**config.mk**
```make
export PLATFORM = sky130hd
export DESIGN_NAME = bist_logic_unit
export DESIGN_NICKNAME = d
export VERILOG_FILES = /design/src/rtl/bist_pkg.sv /design/src/rtl/func_core.sv /design/src/rtl/bist_logic_unit.sv
export SDC_FILE = /design/constraint.sdc
export NUM_CORES = 1
export LEC_CHECK = 0
export CORE_MARGIN = 2
export CORE_UTILIZATION = 45
export DETAILED_ROUTE_END_ITERATION = 10
export GPL_ROUTABILITY_DRIVEN = 0
export PLACE_DENSITY_LB_ADDON = 0.08
export SLEW_MARGIN = 20
export SYNTH_ARGS = -nofsm -noshare
export SYNTH_HDL_FRONTEND = slang
export SYNTH_SLANG_ARGS = --single-unit
```
**constraint.sdc**
```tcl
create_clock -name clk_i -period 9.4 [get_ports clk_i]
set_clock_uncertainty 0.05 [all_clocks]
set_input_delay 1.88 -clock clk_i [delete_from_list [all_inputs] [get_ports clk_i]]
set_output_delay 1.88 -clock clk_i [all_outputs]
set_load 0.005 [all_outputs]
```
**src/rtl/bist_pkg.sv**
```systemverilog
// ------------------------------------------------------------------
// bist_pkg: shared widths, BIST constants, state encodings, helpers.
// Rev 1.0
// ------------------------------------------------------------------
`default_nettype none

package bist_pkg;

  localparam int OP_W  = 8;
  localparam int Y_W   = 5;
  localparam int OUT_W = 13;

  localparam logic [7:0] LFSR_SEED_A = 8'hFF;
  localparam logic [7:0] LFSR_SEED_B = 8'hA5;
  // x^8+x^6+x^5+x^4+1 as a left-shifting Fibonacci register: taps on bits 7,5,4,3
  localparam logic [7:0] LFSR_TAPS   = 8'b1011_1000;
  localparam logic [7:0] CRC_POLY    = 8'h07;
  localparam int         VEC_COUNT   = 255;

  typedef enum logic [1:0] {
    ST_IDLE = 2'd0,
    ST_CALC = 2'd1,
    ST_DONE = 2'd2
  } state_e;

  typedef enum logic [1:0] {
    CS_IDLE = 2'd0,
    CS_CBRT = 2'd1,
    CS_ADD  = 2'd2,
    CS_SQRT = 2'd3
  } core_state_e;

  function automatic logic [7:0] lfsr_step(input logic [7:0] q);
    return {q[6:0], ^(q & LFSR_TAPS)};
  endfunction

  function automatic logic [7:0] crc8_fold(input logic [7:0] crc, input logic [7:0] d);
    logic [7:0] c;
    c = crc ^ d;
    for (int i = 0; i < 8; i++) begin
      c = c[7] ? ({c[6:0], 1'b0} ^ CRC_POLY) : {c[6:0], 1'b0};
    end
    return c;
  endfunction

endpackage

`default_nettype wire

```
**src/rtl/func_core.sv**
```systemverilog
// ------------------------------------------------------------------
// func_core: y = floor(sqrt(a + floor(cbrt(b)))), iterative, start/done.
// Rev 1.0
// ------------------------------------------------------------------
`default_nettype none

module func_core
  import bist_pkg::*;
(
  input  logic            clk_i,
  input  logic            rst_i,
  input  logic            start_i,
  input  logic [OP_W-1:0] a_i,
  input  logic [OP_W-1:0] b_i,
  output logic            done_o,
  output logic [Y_W-1:0]  y_o
);

  core_state_e     state_q, state_d;
  logic [OP_W-1:0] a_q, a_d, b_q, b_d;
  logic [2:0]      r_q, r_d, it_q, it_d;
  logic [9:0]      rad_q, rad_d;
  logic [7:0]      rem_q, rem_d;
  logic [Y_W-1:0]  root_q, root_d, y_q, y_d;
  logic            done_q, done_d;
  logic [8:0]      cube;
  logic [9:0]      rem_trial, trial;

  always_comb begin
    state_d   = state_q;
    a_d       = a_q;
    b_d       = b_q;
    r_d       = r_q;
    it_d      = it_q;
    rad_d     = rad_q;
    rem_d     = rem_q;
    root_d    = root_q;
    y_d       = y_q;
    done_d    = 1'b0;
    cube      = {6'd0, r_q} * {6'd0, r_q} * {6'd0, r_q};
    rem_trial = {rem_q, rad_q[9:8]};
    trial     = {3'd0, root_q, 2'b01};
    case (state_q)
      CS_IDLE: begin
        if (start_i) begin
          a_d     = a_i;
          b_d     = b_i;
          r_d     = 3'd6;
          state_d = CS_CBRT;
        end
      end
      CS_CBRT: begin
        // r counts down from 6; the first r with r^3 <= b is the floor cube root
        if (({1'b0, b_q} >= cube) || (r_q == 3'd0)) state_d = CS_ADD;
        else                                         r_d     = r_q - 3'd1;
      end
      CS_ADD: begin
        rad_d   = {1'b0, {1'b0, a_q} + {6'd0, r_q}};
        rem_d   = '0;
        root_d  = '0;
        it_d    = '0;
        state_d = CS_SQRT;
      end
      CS_SQRT: begin
        if (rem_trial >= trial) begin
          rem_d  = 8'(rem_trial - trial);
          root_d = {root_q[Y_W-2:0], 1'b1};
        end else begin
          rem_d  = 8'(rem_trial);
          root_d = {root_q[Y_W-2:0], 1'b0};
        end
        rad_d = {rad_q[7:0], 2'b00};
        it_d  = it_q + 3'd1;
        if (it_q == 3'd4) begin
          y_d     = root_d;
          done_d  = 1'b1;
          state_d = CS_IDLE;
        end
      end
      default: state_d = CS_IDLE;
    endcase
  end

  always_ff @(posedge clk_i) begin
    if (rst_i) begin
      state_q <= CS_IDLE;
      a_q     <= '0;
      b_q     <= '0;
      r_q     <= '0;
      it_q    <= '0;
      rad_q   <= '0;
      rem_q   <= '0;
      root_q  <= '0;
      y_q     <= '0;
      done_q  <= 1'b0;
    end else begin
      state_q <= state_d;
      a_q     <= a_d;
      b_q     <= b_d;
      r_q     <= r_d;
      it_q    <= it_d;
      rad_q   <= rad_d;
      rem_q   <= rem_d;
      root_q  <= root_d;
      y_q     <= y_d;
      done_q  <= done_d;
    end
  end

  assign done_o = done_q;
  assign y_o    = y_q;

endmodule

`default_nettype wire

```
**src/rtl/bist_logic_unit.sv**
```systemverilog
// ------------------------------------------------------------------
// bist_logic_unit: edge detect, mode/FSM, LFSR stimulus and CRC signature.
// Rev 1.0
// ------------------------------------------------------------------
`default_nettype none

module bist_logic_unit
  import bist_pkg::*;
(
  input  logic             clk_i,
  input  logic             rst_i,
  input  logic [OP_W-1:0]  a_i,
  input  logic [OP_W-1:0]  b_i,
  input  logic             start_i,
  input  logic             test_button,
  output logic             busy_o,
  output logic [OUT_W-1:0] y_o
);

  localparam logic [7:0] VEC_LAST = 8'(VEC_COUNT - 1);

  state_e           state_q, state_d;
  logic             start_q, start_prev_q, btn_q, btn_prev_q;
  logic             mode_bist_q, mode_bist_d;
  logic [7:0]       lfsr_a_q, lfsr_a_d, lfsr_b_q, lfsr_b_d;
  logic [7:0]       crc_q, crc_d, vec_q, vec_d;
  logic [3:0]       bist_cnt_q, bist_cnt_d;
  logic [OUT_W-1:0] y_q, y_d;
  logic             start_edge, btn_edge;
  logic             core_start, core_done;
  logic [OP_W-1:0]  op_a, op_b;
  logic [Y_W-1:0]   core_y;
  logic [7:0]       crc_fold;

  assign start_edge = start_q & ~start_prev_q;
  assign btn_edge   = btn_q & ~btn_prev_q;

  func_core u_core (
    .clk_i  (clk_i),
    .rst_i  (rst_i),
    .start_i(core_start),
    .a_i    (op_a),
    .b_i    (op_b),
    .done_o (core_done),
    .y_o    (core_y)
  );

  always_comb begin
    state_d     = state_q;
    mode_bist_d = mode_bist_q;
    lfsr_a_d    = lfsr_a_q;
    lfsr_b_d    = lfsr_b_q;
    crc_d       = crc_q;
    vec_d       = vec_q;
    bist_cnt_d  = bist_cnt_q;
    y_d         = y_q;
    core_start  = 1'b0;
    op_a        = a_i;
    op_b        = b_i;
    crc_fold    = crc8_fold(crc_q, {{(8-Y_W){1'b0}}, core_y});
    case (state_q)
      ST_IDLE: begin
        if (btn_edge) mode_bist_d = ~mode_bist_q;
        if (start_edge) begin
          core_start = 1'b1;
          state_d    = ST_CALC;
          if (mode_bist_q) begin
            op_a     = LFSR_SEED_A;
            op_b     = LFSR_SEED_B;
            lfsr_a_d = LFSR_SEED_A;
            lfsr_b_d = LFSR_SEED_B;
            crc_d    = 8'h00;
            vec_d    = 8'd0;
          end
        end
      end
      ST_CALC: begin
        if (core_done) state_d = ST_DONE;
      end
      ST_DONE: begin
        if (!mode_bist_q) begin
          y_d     = {{(OUT_W-Y_W){1'b0}}, core_y};
          state_d = ST_IDLE;
        end else begin
          crc_d = crc_fold;
          if (vec_q == VEC_LAST) begin
            bist_cnt_d = bist_cnt_q + 4'd1;
            y_d        = {bist_cnt_d, 1'b0, crc_fold};
            state_d    = ST_IDLE;
          end else begin
            // lfsr registers always hold the operands of the vector in flight
            lfsr_a_d   = lfsr_step(lfsr_a_q);
            lfsr_b_d   = lfsr_step(lfsr_b_q);
            op_a       = lfsr_a_d;
            op_b       = lfsr_b_d;
            core_start = 1'b1;
            vec_d      = vec_q + 8'd1;
            state_d    = ST_CALC;
          end
        end
      end
      default: state_d = ST_IDLE;
    endcase
  end

  always_ff @(posedge clk_i) begin
    if (rst_i) begin
      state_q      <= ST_IDLE;
      start_q      <= 1'b0;
      start_prev_q <= 1'b0;
      btn_q        <= 1'b0;
      btn_prev_q   <= 1'b0;
      mode_bist_q  <= 1'b0;
      lfsr_a_q     <= '0;
      lfsr_b_q     <= '0;
      crc_q        <= '0;
      vec_q        <= '0;
      bist_cnt_q   <= '0;
      y_q          <= '0;
    end else begin
      state_q      <= state_d;
      start_q      <= start_i;
      start_prev_q <= start_q;
      btn_q        <= test_button;
      btn_prev_q   <= btn_q;
      mode_bist_q  <= mode_bist_d;
      lfsr_a_q     <= lfsr_a_d;
      lfsr_b_q     <= lfsr_b_d;
      crc_q        <= crc_d;
      vec_q        <= vec_d;
      bist_cnt_q   <= bist_cnt_d;
      y_q          <= y_d;
    end
  end

  assign busy_o = (state_q != ST_IDLE);
  assign y_o    = y_q;

endmodule

`default_nettype wire

```
=== After elaboration in Yosys (flattened, before gate mapping) ===
Index checks and enable logic that the tools add are counted.

* Equality and inequality tests: 17
* $mul: 2
* Mux-type cells: 60
* Reductions and logical operators: 21
* Add/sub/neg operators: 6
* Bitwise operators: 15
* Magnitude comparators: 2

{| class="wikitable"
|+ Operator list
! cell !! number
|-
| 2-to-1 mux 8 bit || 22
|-
| one-hot mux 8 bit (2 select lines) || 7
|-
| 2-to-1 mux 3 bit || 10
|-
| 2-to-1 mux 13 bit || 2
|-
| inverter 3 bit || 8
|-
| one-hot mux 10 bit (2 select lines) || 1
|-
| XOR reduction 8 bit || 2
|-
| != test 2 bit, second input constant || 6
|-
| one-hot mux 3 bit (2 select lines) || 2
|-
| >= comparator 10 x 7 -> 1 bit || 1
|-
| 2-to-1 mux 2 bit || 5
|-
| one-hot mux 5 bit (2 select lines) || 1
|-
| AND reduction 2 bit || 5
|-
| adder 8 x 3 -> 9 bit || 1
|-
| >= comparator 8 x 9 -> 1 bit || 1
|-
| multiplier 6 x 3 -> 9 bit || 1
|-
| AND reduction 3 bit || 3
|-
| adder 8 x 1 -> 8 bit, second input constant || 1
|-
| == test 8 bit, second input constant || 1
|-
| != test 2 x 1 -> 1 bit, second input constant || 4
|-
| one-hot mux 2 bit (4 select lines) || 1
|-
| nonzero test 2 bit || 4
|-
| subtractor 8 x 7 -> 8 bit || 1
|-
| bitwise XOR 8 x 5 -> 8 bit || 1
|-
| other kinds (18) || 32
|}

* Register bits: 109
* Input port bits: 20
* Output and inout bits: 14
* Logic and storage cells: 145

=== Longest topological paths before layout ===
* Depth after elaboration: 19
* Mapped depth: 17
* Gate-level depth less buffers: 17

=== Modules after synthesis ===
From an unflattened synthesis, not the netlist that was laid out.

* Cells, all modules: 739
* Area, all modules: 6184.7 um^2

{| class="wikitable"
|+ Modules (own cells, without submodules)
! module !! seq. area each (um^2) !! area an instance (um^2) !! times used !! cells an instance
|-
| func_core || 1061.0 || 3206.8 || 1 || 390
|-
| bist_logic_unit || 1101.1 || 2977.9 || 1 || 349
|}

=== Least setup slack after synthesis ===
Ideal clock, no wire load.

* Path type: register -> register
* Start point: reg u_core.r_q[1]
* End point: reg u_core.r_q[0]
* Data arrival time: 3.683 ns
* Stages on the path, launching flop included: 16
* Buffers on the path: 0
* Path slack: 5.592 ns
* Setup time: 0.075 ns
* Period minus slack after synthesis: 3.808 ns
* Required time: 9.275 ns
* Cells stage by stage: dfxtp_1 ha_1 ha_1 and2_1 fa_1 inv_1 fa_1 xor2_1 ha_1 o21ai_0 nand2b_1 a211oi_1 a41o_1 nor2_1 or3_1 a31oi_1

* Longest elaborated chain between the ends: 6
* Elaborated cells on any way between the ends: 7
* Classes of those cells: mul (2); order compare (1); eq/ne (1); reduce/logical (3)

{| class="wikitable"
|+ RTL lines
! what !! RTL line !! text
|-
| from (decl) || func_core.sv:21 || <nowiki>logic [2:0] r_q, r_d, it_q, it_d;</nowiki>
|-
| from (signal assigned) || func_core.sv:100 || <nowiki>r_q <= r_d;</nowiki>
|-
| multiplier 3 x 3 -> 6 bit || func_core.sv:40 || <nowiki>cube = {6'd0, r_q} * {6'd0, r_q} * {6'd0, r_q};</nowiki>
|-
| multiplier 6 x 3 -> 9 bit || func_core.sv:40 ||
|-
| >= comparator 8 x 9 -> 1 bit || func_core.sv:54 || <nowiki>if (({1'b0, b_q} >= cube) || (r_q == 3'd0)) state_d = CS_ADD;</nowiki>
|-
| logical OR 1 bit * || func_core.sv:54 ||
|-
| != test 2 bit (no source line) * || - ||
|-
| AND reduction 3 bit (no source line) * || - ||
|}

Mark *: on every way between the ends. The rest lies on a longest branch, timed or not.
A chain may end at the register's enable or synchronous reset.

=== Worst setup path after layout ===
Same ends and word-level chain as after synthesis.

==> results.cfg <==
[setup_path]
setup.worst_path.class = reg2reg
crit_path_frequent_cell = ha_1
rr_worst_depth = 16
rrSetupSlack_ps = 5090
crit_path_end_kind = flop
r2r_end = u_core.r_q[0]$_SDFFE_PP0P_
cpMaxStageDelayCell = dfxtp_1
cpPeakStageDelay_ps = 570
start_kind = flop
path_cells = ha_1 > ha_1 > and2_1 > fa_1 > ha_1 > a21o_1 > a21oi_1 > xor2_1 > ha_1 > o21ai_0 > nand2b_1 > a211oi_1 > a41o_1 > nor2_1 > or3_1 > a31oi_1
critPathRequiredTime_ps = 9620
rr_startpoint = u_core.r_q[1]$_SDFFE_PP0P_
crit_fanout = 12
cp.arrival_ps = 4530

[placed_design]
hpwl_um = 8770
portBuffers = 32
post-place-ws_ps = 5140

[sta]
fin_crit_sh = 0.459
setup_viol = 0
fmax_mhz = 232
fin_crit_ps = 4310
final_max_slew_viol_count = 0
rsz0062_at_grt = no
tns_ps = 0
max_slew_margin = 0.396
hold_violations = 0
timing.final.ws_setup_ps = 5090
tightest_slew_ps = 899

[synthesis]
async_reset_ff_frac = 0
synth_common_cells = nor2_1 (113), dfxtp_1 (108), nand2_1 (67), a21oi_1 (46), ha_1 (42)
synth_top_area_cell = dfxtp_1
syn_inst = 700
synth_top_cell_area_share = 0.373
ys_seq_elements = 108
synth_ff_type = dfxtp_1
ys_seq_area_frac = 0.373
syn_nets = 766
synth.avg_cell_area_um2 = 8.27
synth_area_um2 = 5790
synth-edff-count = 0
ys_types = 58
synth_most_common_cell = nor2_1
netlist_top_cells_area = dfxtp_1 (37%), ha_1 (9.1%), nor2_1 (7.3%)
synth_warnings = 0

[worst_hold_path]
hold_class = reg2reg
holdPathEnd = y_o[0]$_SDFFE_PP0P_
min_from = y_o[0]$_SDFFE_PP0P_
min_path_cells = 2

[drt]
drt_iter0_markers = 247
drc_errors = 0
firstDrtPassIters = 4
vias = 4645
ant_nets = 0
wl_per_cell_um = 13.8
routed_wl_um = 12300
via_per_inst = 5.22

[clock_network]
clk_pin_slew_ps = 70
clock_latency_ps = 350
htreeDepth = 3
clockRootBuffer = clkbuf_16
post-cts-setup-buffer-count = 0
ctsResizeCount = 0
clockBufferDepth = 2
cts_tree = built
cts_sinks = 108
cts_buffers = 9
holdBufCountCts = 0

[layout]
num_antenna_cells = 0
area_growth_syn_to_layout_pct = 12.2
drive_gt1_frac = 0.0488
multiInputGateArea_um2 = 3360
nets = 779
regArea_um2 = 2160
n_fill_cell = 1235

[global_routing]
grt_pass1_wl_um = 21300
antenna_found_initial = 0
grt_pass1_vias = 4472
grt_max_degree = 73
grt_usage = 0.185
grt_overflow_total = 0

[outcome]
status = finished clean

[floorplanning]
initial_core_util = 0.461
die_h_um = 117
fp.dieW_um = 117
row_count = 41
dieArea_um2 = 13800
core_region_area_um2 = 12600
ios = 34

[flow_run]
drv_cap = 0

[power_and_ir_drop]
p_leak_nw = 2.53
ir_drop_mv = 0.0985
powerDensity_nw_per_um2 = 174
[layout by cell type, fill, tap and decap left out, types with 4 or more instances in the layout]
cell	synthesis	routed
a211oi_1	14	14
a21o_1	10	10
a21oi_1	46	46
a22oi_1	9	9
a311oi_1	15	15
and2_1	9	9
buf_4	1	4
clkbuf_16	0	9
clkdlybuf4s50_1	0	31
dfxtp_1	108	108
fa_1	4	4
ha_1	42	42
inv_1	32	32
mux2i_1	8	8
nand2_1	67	67
nand2b_1	10	10
nand3_1	11	11
nand4_1	4	4
nor2_1	113	112
nor2b_1	15	15
nor3_1	23	23
o21a_1	4	4
o21ai_0	18	18
o22ai_1	8	8
or3_1	4	4
xnor2_1	24	24
xor2_1	24	24
[stage by stage]
step	util	cells	hold WS (ps)	power, W	area [um^2]
finish	0.517	889	404	0.00113	6500
global route	0.517	889	423	0.00120	6500
CTS	0.517	889	410	0.00115	6500
detailed placement	0.494	874	396	0.000763	6210
global placement	0.494	874	387	0.000755	6200
floorplan	-	700	367	0.000702	5790
[final cells by class]
type	instances	share of cell area
clock buffer	11	0.0374
clock inverter	4	0.00770
inverter	32	0.0185
multi-input combinational	526	0.518
sequential	108	0.333
tap	172	0.0331
timing repair buffer	36	0.0531
[worst max-delay path: cells and delay by family, from the launching register on]
kind | cells | cell delay (ps)
xor gates and xnor gates | 1 | 200
adders and majority gates | 5 | 1590
and+or+nand+nor | 4 | 740
DFF | 1 | 570
AOI/OAI and AO/OA | 6 | 1060
[cell families after synthesis]
logic type	Yosys count	share of synthesized area
XOR/XNOR	50	0.0782
AND/OR/NAND/NOR	272	0.211
buffers and inverters	66	0.0462
flip-flops	108	0.373
multiplexers	9	0.0158
other	1	0.000648
AO/OA/AOI/OAI	148	0.170
adder cells (fa/ha/maj)	46	0.105
[layer usage]
metal	vias up	wire, um	track usage
met1	2155	6350	0.256
met2	60	5440	0.294
met5	-	0	0
met3	15	337	0.0340
met4	0	170	0.0572
li1	2415	-	-
[registers in the layout, summed over array words and instances, names as in the netlist, 2 cells and up]
name	count
y_o	12
u_core.rad_q	10
crc_q	8
lfsr_a_q	8
lfsr_b_q	8
u_core.a_q	8
u_core.b_q	8
u_core.rem_q	8
vec_q	8
u_core.root_q	5
u_core.y_o	5
bist_cnt_q	4
u_core.it_q	3
u_core.r_q	3
state_q	2
u_core.state_q	2
[worst max-delay path by stage]
stage / from / endpoint / cells past startpoint
final: u_core.r_q[1]$_SDFFE_PP0P_ / u_core.r_q[0]$_SDFFE_PP0P_ / 16
after global placement: u_core.r_q[1]$_SDFFE_PP0P_ / u_core.r_q[0]$_SDFFE_PP0P_ / 15
after detailed placement: u_core.r_q[1]$_SDFFE_PP0P_ / u_core.r_q[0]$_SDFFE_PP0P_ / 16
after global routing: u_core.r_q[1]$_SDFFE_PP0P_ / u_core.r_q[0]$_SDFFE_PP0P_ / 16
after CTS: u_core.r_q[1]$_SDFFE_PP0P_ / u_core.r_q[0]$_SDFFE_PP0P_ / 16
after floorplan: u_core.r_q[1]$_SDFFE_PP0P_ / u_core.r_q[0]$_SDFFE_PP0P_ / 15
[power by group]
part | internal (W) | switching, W
Sequential | 0.000487 | 0.0000331
Combinational | 0.0000991 | 0.000133
Clock | 0.000212 | 0.000167
Power figures use the tool's default switching activity.
